<file path="src/rtl/hvac_sequencer.sv">
// hvac_sequencer: heater / air-conditioner sequencer driven by sampled 8-bit
// Celsius readings. It applies hysteresis around fixed thresholds, a minimum
// run time, and a mandatory off-time (LOCKOUT) between any two activations.
// heater_on and ac_on are mutually exclusive by construction, because each is
// decoded from a single state value.
//
// Optional feature: define HVAC_SENSOR_WDT_EN to add a sensor watchdog.
// If no sample_valid arrives for WDT_CYC cycles, the sequencer enters FAULT.
// Without the macro, FAULT is unreachable and fault is tied to 0.
//
// Ports:
//   clk          system clock, rising edge
//   rst_n        asynchronous active-low reset
//   temperature  unsigned Celsius reading, qualified by sample_valid
//   sample_valid one-cycle strobe qualifying temperature
//   enable       master enable; 0 forces actuators off (through LOCKOUT)
//   heater_on    registered heater drive
//   ac_on        registered AC drive
//   lockout      registered, high while in LOCKOUT
//   state_o      encoded state: IDLE=0 HEAT=1 COOL=2 LOCKOUT=3 FAULT=4
//   fault        registered sensor watchdog fault
module hvac_sequencer #(
   parameter int unsigned LOW_TH  = 20,
   parameter int unsigned HIGH_TH = 25,
   parameter int unsigned HYST    = 1,
   parameter int unsigned MIN_RUN = 1000,
   parameter int unsigned MIN_OFF = 500,
   parameter int unsigned CNT_W   = 16
`ifdef HVAC_SENSOR_WDT_EN
   ,
   parameter int unsigned WDT_CYC = 10000
`endif
) (
   input  logic       clk,
   input  logic       rst_n,
   input  logic [7:0] temperature,
   input  logic       sample_valid,
   input  logic       enable,
   output logic       heater_on,
   output logic       ac_on,
   output logic       lockout,
   output logic [2:0] state_o,
   output logic       fault
);

   typedef enum logic [2:0] {
      ST_IDLE    = 3'd0,
      ST_HEAT    = 3'd1,
      ST_COOL    = 3'd2,
      ST_LOCKOUT = 3'd3,
      ST_FAULT   = 3'd4
   } state_t;

   // Thresholds are compared in 9 bits so LOW_TH+HYST cannot wrap
   localparam logic [8:0] LOW9      = 9'(LOW_TH);
   localparam logic [8:0] HIGH9     = 9'(HIGH_TH);
   localparam logic [8:0] HEAT_STOP = 9'(LOW_TH + HYST);
   localparam logic [8:0] COOL_STOP = 9'(HIGH_TH - HYST);

   localparam logic [CNT_W-1:0] CNT_ONE  = CNT_W'(1);
   localparam logic [CNT_W-1:0] RUN_MAX  = CNT_W'(MIN_RUN);
   // MIN_OFF=0 behaves like 1: the load value is 0, giving a single LOCKOUT cycle
   localparam logic [CNT_W-1:0] OFF_LOAD = (MIN_OFF == 0) ? '0 : CNT_W'(MIN_OFF - 1);

   state_t           state;
   state_t           state_next;
   logic [CNT_W-1:0] run_cnt;
   logic [CNT_W-1:0] off_cnt;
   logic [8:0]       temp9;
   logic             run_done;
   logic             heater_d;
   logic             ac_d;
   logic             lockout_d;
   logic             fault_d;
   logic             fault_q;

   assign temp9    = {1'b0, temperature};
   assign run_done = (run_cnt == RUN_MAX);
   assign state_o  = state;

`ifdef HVAC_SENSOR_WDT_EN
   localparam int unsigned WDT_W = $clog2(WDT_CYC + 1);
   localparam logic [WDT_W-1:0] WDT_ONE = WDT_W'(1);
   localparam logic [WDT_W-1:0] WDT_MAX = WDT_W'(WDT_CYC);

   logic [WDT_W-1:0] wdt_cnt;
   logic             wdt_expired;

   assign wdt_expired = (wdt_cnt == WDT_MAX);

   // Cycles since the last strobe, saturating at the timeout
   always_ff @(posedge clk or negedge rst_n) begin : p_wdt
      if (!rst_n) begin
         wdt_cnt <= '0;
      end else if (sample_valid) begin
         wdt_cnt <= '0;
      end else if (!wdt_expired) begin
         wdt_cnt <= wdt_cnt + WDT_ONE;
      end
   end

   assign fault = fault_q;
`else
   assign fault = 1'b0;
`endif

   // State and registered outputs
   always_ff @(posedge clk or negedge rst_n) begin : p_state
      if (!rst_n) begin
         state     <= ST_IDLE;
         heater_on <= 1'b0;
         ac_on     <= 1'b0;
         lockout   <= 1'b0;
         fault_q   <= 1'b0;
      end else begin
         state     <= state_next;
         heater_on <= heater_d;
         ac_on     <= ac_d;
         lockout   <= lockout_d;
         fault_q   <= fault_d;
      end
   end

   // Run-time counter (cleared on entry to HEAT/COOL) and off-time counter
   // (loaded on entry to LOCKOUT)
   always_ff @(posedge clk or negedge rst_n) begin : p_cnt
      if (!rst_n) begin
         run_cnt <= '0;
         off_cnt <= '0;
      end else begin
         if ((state_next == ST_HEAT || state_next == ST_COOL) && state_next != state) begin
            run_cnt <= '0;
         end else if ((state == ST_HEAT || state == ST_COOL) && !run_done) begin
            run_cnt <= run_cnt + CNT_ONE;
         end

         if (state_next == ST_LOCKOUT && state != ST_LOCKOUT) begin
            off_cnt <= OFF_LOAD;
         end else if (state == ST_LOCKOUT && off_cnt != '0) begin
            off_cnt <= off_cnt - CNT_ONE;
         end
      end
   end

   // Next-state decode; enable=0 outranks a concurrent sample
   always_comb begin : p_next
      state_next = state;
      case (state)
         ST_IDLE: begin
            if (enable && sample_valid) begin
               if (temp9 < LOW9) begin
                  state_next = ST_HEAT;
               end else if (temp9 > HIGH9) begin
                  state_next = ST_COOL;
               end
            end
         end
         ST_HEAT: begin
            if (!enable) begin
               state_next = ST_LOCKOUT;
            end else if (sample_valid && temp9 >= HEAT_STOP && run_done) begin
               state_next = ST_LOCKOUT;
            end
         end
         ST_COOL: begin
            if (!enable) begin
               state_next = ST_LOCKOUT;
            end else if (sample_valid && temp9 <= COOL_STOP && run_done) begin
               state_next = ST_LOCKOUT;
            end
         end
         ST_LOCKOUT: begin
            if (off_cnt == '0) begin
               state_next = ST_IDLE;
            end
         end
`ifdef HVAC_SENSOR_WDT_EN
         ST_FAULT: begin
            if (sample_valid && enable) begin
               state_next = ST_LOCKOUT;
            end
         end
`endif
         default: state_next = ST_IDLE;
      endcase
`ifdef HVAC_SENSOR_WDT_EN
      // A silent sensor overrides every other transition
      if (wdt_expired && state != ST_FAULT) begin
         state_next = ST_FAULT;
      end
`endif
   end

   // Output decode from the next state, so outputs change with the state register
   always_comb begin : p_out
      heater_d  = 1'b0;
      ac_d      = 1'b0;
      lockout_d = 1'b0;
      fault_d   = 1'b0;
      case (state_next)
         ST_HEAT:    heater_d  = 1'b1;
         ST_COOL:    ac_d      = 1'b1;
         ST_LOCKOUT: lockout_d = 1'b1;
         ST_FAULT:   fault_d   = 1'b1;
         default:    ;
      endcase
   end

endmodule

</file>
<file path="config.mk">
export PLATFORM = sky130hd
export DESIGN_NAME = hvac_sequencer
export DESIGN_NICKNAME = d
export VERILOG_FILES = /design/src/rtl/hvac_sequencer.sv
export SDC_FILE = /design/constraint.sdc
export NUM_CORES = 1
export LEC_CHECK = 0
export ABC_AREA = 0
export ABC_CLOCK_PERIOD_IN_PS = 4700
export CAP_MARGIN = 10
export CELL_PAD_IN_SITES_DETAIL_PLACEMENT = 1
export CELL_PAD_IN_SITES_GLOBAL_PLACEMENT = 2
export CORE_MARGIN = 4
export CORE_UTILIZATION = 39
export DETAILED_ROUTE_END_ITERATION = 10
export GPL_ROUTABILITY_DRIVEN = 0
export GPL_TIMING_DRIVEN = 0
export PLACE_DENSITY = 0.89
export REMOVE_ABC_BUFFERS = 1
export SLEW_MARGIN = 30
export SYNTH_ARGS = -nofsm -noshare
export SYNTH_HDL_FRONTEND = slang
export SYNTH_SLANG_ARGS = --single-unit
</file>
<file path="constraint.sdc">
create_clock -name clk -period 4.7 [get_ports clk]
set_clock_uncertainty 0.15 [all_clocks]
set_input_delay 0.705 -clock clk [delete_from_list [all_inputs] [get_ports clk]]
set_output_delay 0.705 -clock clk [all_outputs]
set_load 0.02 [all_outputs]
</file>
# Yosys cells after proc, flatten, opt, wreduce, memory -nomap -nowiden
# Cells that the tools add are included.
[classes] reduce_logical=17 n_eq_ne=9 n_lt_le_gt_ge=4 n_addsub=2 muxes=16
[ops] operator="16-bit two-way mux" count=4
[ops] operator="3-bit two-way mux" count=8
[ops] operator="16-bit by 1-bit adder with 16-bit output (second input constant)" count=1
[ops] operator="16-bit by 10-bit equality test with 1-bit output (second input constant)" count=1
[ops] operator="16-bit logical NOT" count=1
[ops] operator="16-bit nonzero test" count=1
[ops] operator="16-bit by 1-bit subtractor with 16-bit output (second input constant)" count=1
[ops] operator="3-bit by 2-bit equality test with 1-bit output (second input constant)" count=4
[ops] operator="3-bit case mux with 4 select lines" count=1
[ops] operator="1-bit logical AND" count=9
[ops] operator="8-bit by 5-bit greater-or-equal comparator with 1-bit output (second input constant)" count=1
[ops] operator="8-bit by 5-bit > comparator with 1-bit output (second input constant)" count=1
[ops] operator="8-bit by 5-bit less-or-equal comparator with 1-bit output (second input constant)" count=1
[ops] operator="8-bit by 5-bit < comparator with 1-bit output (second input constant)" count=1
[ops] operator="3-bit by 1-bit equality test with 1-bit output (second input constant)" count=2
[ops] operator="2-bit nonzero test" count=2
[ops] operator="3-bit logical NOT" count=1
[ops] operator="1-bit two-way mux" count=3
[ops] operator="3-bit by 2-bit != test with 1-bit output (second input constant)" count=1
[ops] operator="3-bit != test" count=1
[ops] operator="1-bit logical OR" count=2
[ops] operator="1-bit logical NOT" count=1
[totals] reg_bits=38 wordCells=54

# Depth between registers and ports, before layout
[depth] depth_word=10 ltp_mapped=10

# Worst setup path after synthesis
# No wires, ideal clock.
[synth_timing] kind="register to register" startpoint="register state[2], in the netlist state_o[2]" endpoint="register off_cnt[9]" n_path_buf=0 path_stages_with_launch=6 path_slack_ns=2.350 required_time_ns=4.468 setup_ns=0.082 arrival_time_ns=2.118 path_cell_list="dfrtp_1 > nand3b_1 > or3_1 > a21o_1 > or4_2 > a22oi_2"
[synth_between] elab_chain_cells=7 elab_cells_between_ends=19 cone_classes="eq/ne: 5; mux: 10; reduce/logical: 4"
[synth_rtl] item="start: declaration" line_no="65" source="state_t state;"
[synth_rtl] item="start signal: assignment" line_no="116" source="state <= state_next;"
[synth_rtl] item="3-bit two-way mux" line_no="153" source="end else if (temp9 > HIGH9) begin"
[synth_rtl] item="3-bit two-way mux" line_no="151" source="if (temp9 < LOW9) begin"
[synth_rtl] item="3-bit two-way mux" line_no="150" source="if (enable && sample_valid) begin"
[synth_rtl] item="3-bit case mux with 4 select lines" line_no="148" source="case (state)"
[synth_rtl] item="3-bit by 2-bit equality test with 1-bit output" line_no="137" source="if (state_next == ST_LOCKOUT && state != ST_LOCKOUT) begin"
[synth_rtl] item="1-bit logical AND" line_no="137"
[synth_rtl] item="16-bit two-way mux or 2-bit nonzero test (tied branches)"
[synth_rtl] item="end signal: assignment" line_no="140" source="off_cnt <= off_cnt - CNT_ONE;"
[synth_rtl] item="end: declaration" line_no="68" source="logic [CNT_W-1:0] off_cnt;"
# Several ways; a longest one is shown, not always the timed one.
# A chain may end at the register's enable or synchronous reset.

# Worst setup path after layout
# Same ends and word-level chain as after synthesis.

==> results_dict.tcl <==
set metrics [dict create \
    status "completed" \
    timing_worst_slew_pin_value_ns 0.821 \
    postRouteWirelength_um 5390 \
    wire_length_of_the_first_global_routing_pass_um 9430 \
    hp-class "primary input to asynchronous set/reset pin" \
    setup_tns_final_ns 0 \
    critical_path_s_largest_stage_delay_ns 0.69 \
    chipWidth_um 84.3 \
    synth_top_family_by_area "simple AND/OR/NAND/NOR gates" \
    synth-warning-count 0 \
    sequential_area_share_after_synthesis_pct 41.9 \
    final-setup-viol-count 0 \
    synthDominantAreaCellType "dfrtp_1" \
    netlist_top_cells_area "dfrtp_1, nand4_1, xor2_1" \
    post_synth_num_cell_types 54 \
    clk_root_buffer_cell "clkbuf_8" \
    power.density_cell_area_mw_per_mm2 408 \
    yosys_register_bits 38 \
    period_share_pct 64.6 \
    first_global_vias 1962 \
    tritoncts.num_buffers 5 \
    timing.max_cap.violations 0 \
    slew_headroom_pct 45.1 \
    number_of_routed_nets_with_antenna_violations 0 \
    post-cts-setup-buffers 0 \
    drt_pass1_iterations 4 \
    timing.rr.start "state_o[2]" \
    post_detailed_route_drc_marker_count 0 \
    clk_path_buf_depth 2 \
    r2r_slack_ns 1.66 \
    route.detailed.vias_per_inst 5.81 \
    slew_viol_final 0 \
    synth_edf_count 0 \
    top_count_cell_post_synth "dfrtp_1" \
    critPathBufInv 0 \
    fmax_mhz 329 \
    cp_data_required_time_ns 4.75 \
    regToRegEndpoint "off_cnt[9]" \
    post-synth-top-area-fraction_pct 41.9 \
    start_util_pct 40.7 \
    io-pin-count 19 \
    grt_antenna_before_repair 0 \
    cts.clk_slew.worst_paths_ns 0.09 \
    worst-path-max-fanout 16 \
    grt_util_all_layers_pct 16.2 \
    die_height_um 84.3 \
    cts-htree-levels 2 \
    cts_resized 0 \
    post_route_cells_drive_above_1_share_pct 13.7 \
    area_of_the_multi_input_gates_mm2 0.00124 \
    peakVddDrop_uv 191 \
    yosys_most_used_dff "dfrtp_1" \
    finalCriticalPeriod_ns 3.04 \
    synth-adder-area-share_pct 1.65 \
    synth_common_cells "dfrtp_1, nor2_1, nand4_1, o21ai_0, nand2_1" \
    synth.cell_area_mm2 0.00227 \
    synth.mux.area_fraction_pct 0.496 \
    clk_latency_ns 0.29 \
    place.port_buffers 17 \
    synth_xor_area_share_pct 6.56 \
    synthesis.area_per_instance_um2 9.57 \
    series_of_cell_instances_along_the_critical_path "nand3b_1, or3_1, a21o_1, or4_2, a22oi_2" \
    path_class "register to register" \
    crit_path_leading_delay_family "simple AND/OR/NAND/NOR gates" \
    placed_wire_length_estimate_after_detailed_placement_um 3880 \
    cts_tree "built" \
    compound_gate_portion_of_the_synthesized_area_pct 17.9 \
    setup_repair_after_global_routing_missed_its_margin "false" \
    critical_path.endpoint_type "register" \
    die_area_mm2 0.00710 \
    final_net_count 270 \
    synth_cells 237 \
    design.core.area_mm2 0.00557 \
    worst_path_max_delay_cell "nand3b_1" \
    grt_start_max_net_pins 25 \
    grt_remaining_overflow 0 \
    antenna-diode-count 0 \
    timing.critical_path.arrival_ns 3.09 \
    synth-async-reset-ratio_pct 100 \
    worst_r2r_path_depth 5 \
    total_leakage_power_uw 0.00103 \
    report.final.hold_viol_count 0 \
    n_fill_cell 662 \
    clock-sinks 38 \
    cts.hold.buffers_added 0 \
    placementRows 27 \
    dr_total_vias 1907 \
    start_kind "register" \
    flow.area_growth_from_synthesis_pct 16.6 \
    synth-simple-area-share_pct 27.2 \
    startpoint "state_o[2]" \
    post-layout-total-power_uw 1080 \
    wl_per_cell_um 16.4 \
    drt_iter0_markers 62 \
    seq_area_um2 951 \
]
==> sequential cells by signal, summed over array words and instances (netlist names) <==
register,count
lockout,1
state_o,3
off_cnt,16
ac_on,1
run_cnt,16
heater_on,1
==> layout by cell type (no fill, tap or decap), types with 4 or more instances in the layout <==
master / Yosys / routed
a21oi_1: 11 / 10
o21ai_0: 13 / 13
nor3_1: 8 / 8
xnor2_1: 8 / 8
nor4b_1: 4 / 4
inv_1: 7 / 7
clkbuf_8: 0 / 5
nand3_1: 5 / 5
xor2_1: 9 / 9
or3_1: 10 / 10
a21oi_2: 4 / 5
nand2_1: 12 / 12
nor2_1: 19 / 19
o211ai_1: 4 / 4
nor4_1: 4 / 4
a211oi_1: 4 / 4
dfrtp_1: 38 / 38
clkdlybuf4s50_1: 0 / 16
nand4_1: 13 / 13
and4_1: 5 / 5
==> power by group <==
group          internal (µW)  leakage (µW)  total [µW]  switching (µW)
combinational            121      0.000482         270             149
clock                    213     0.0000683         335             122
sequential               396      0.000481         473            77.1
==> worst register-to-register path: stages, from the launching register on <==
cell	delay [ns]
dfrtp_1	0.49
nand3b_1	0.69
or3_1	0.63
a21o_1	0.27
or4_2	0.57
a22oi_2	0.15
==> layout make-up <==
cell class,instances,share of cell area [%]
clock buffers,5,2.60
clock inverters,3,2.60
repair buffers,19,7.43
inverters,8,1.23
well taps,72,3.41
flip-flops and latches,38,36.0
multi-input cells,183,46.8
==> how the worst max path moves through the flow <==
stage	endpoint	slack [ns]	cells after the start
global route	off_cnt[9]	1.51	5
detailed placement	off_cnt[9]	1.71	5
finish	off_cnt[9]	1.66	5
global placement	run_cnt[7]	1.49	5
floorplan	off_cnt[9]	2.00	5
CTS	off_cnt[9]	1.69	5
==> metrics by stage <==
stage               instance area, µm²  std cells  util [%]  setup slack (ns)  hold slack, ns
floorplan                         2210        229         -              2.00           0.259
finish                            2650        328      47.5              1.66           0.176
global route                      2650        328      47.5              1.51           0.181
detailed placement                2500        320      44.9              1.71           0.369
CTS                               2640        328      47.4              1.69           0.172
global placement                  2470        318      44.3              1.49           0.339
==> cell families (layout without fill, tap and decap cells) <==
group,after synthesis,in the layout
buf+inv,17,35
other cells,1,2
fa+ha+maj,3,3
flops,38,38
mux,1,1
simple gates,104,104
compound gates,56,56
xor+xnor,17,17
==> per-layer routing <==
layer | share of wire [%] | wire length [µm] | track usage [%] | up-vias
li1 | - | - | - | 926
met1 | 49 | 2660 | 22.5 | 944
met2 | 46 | 2500 | 25.0 | 31
met3 | 3.0 | 161 | 3.24 | 6
met4 | 1.4 | 78 | 6.14 | 0
met5 | 0 | 0 | 0 | -
Note: power is estimated with default switching activity, not from simulation.
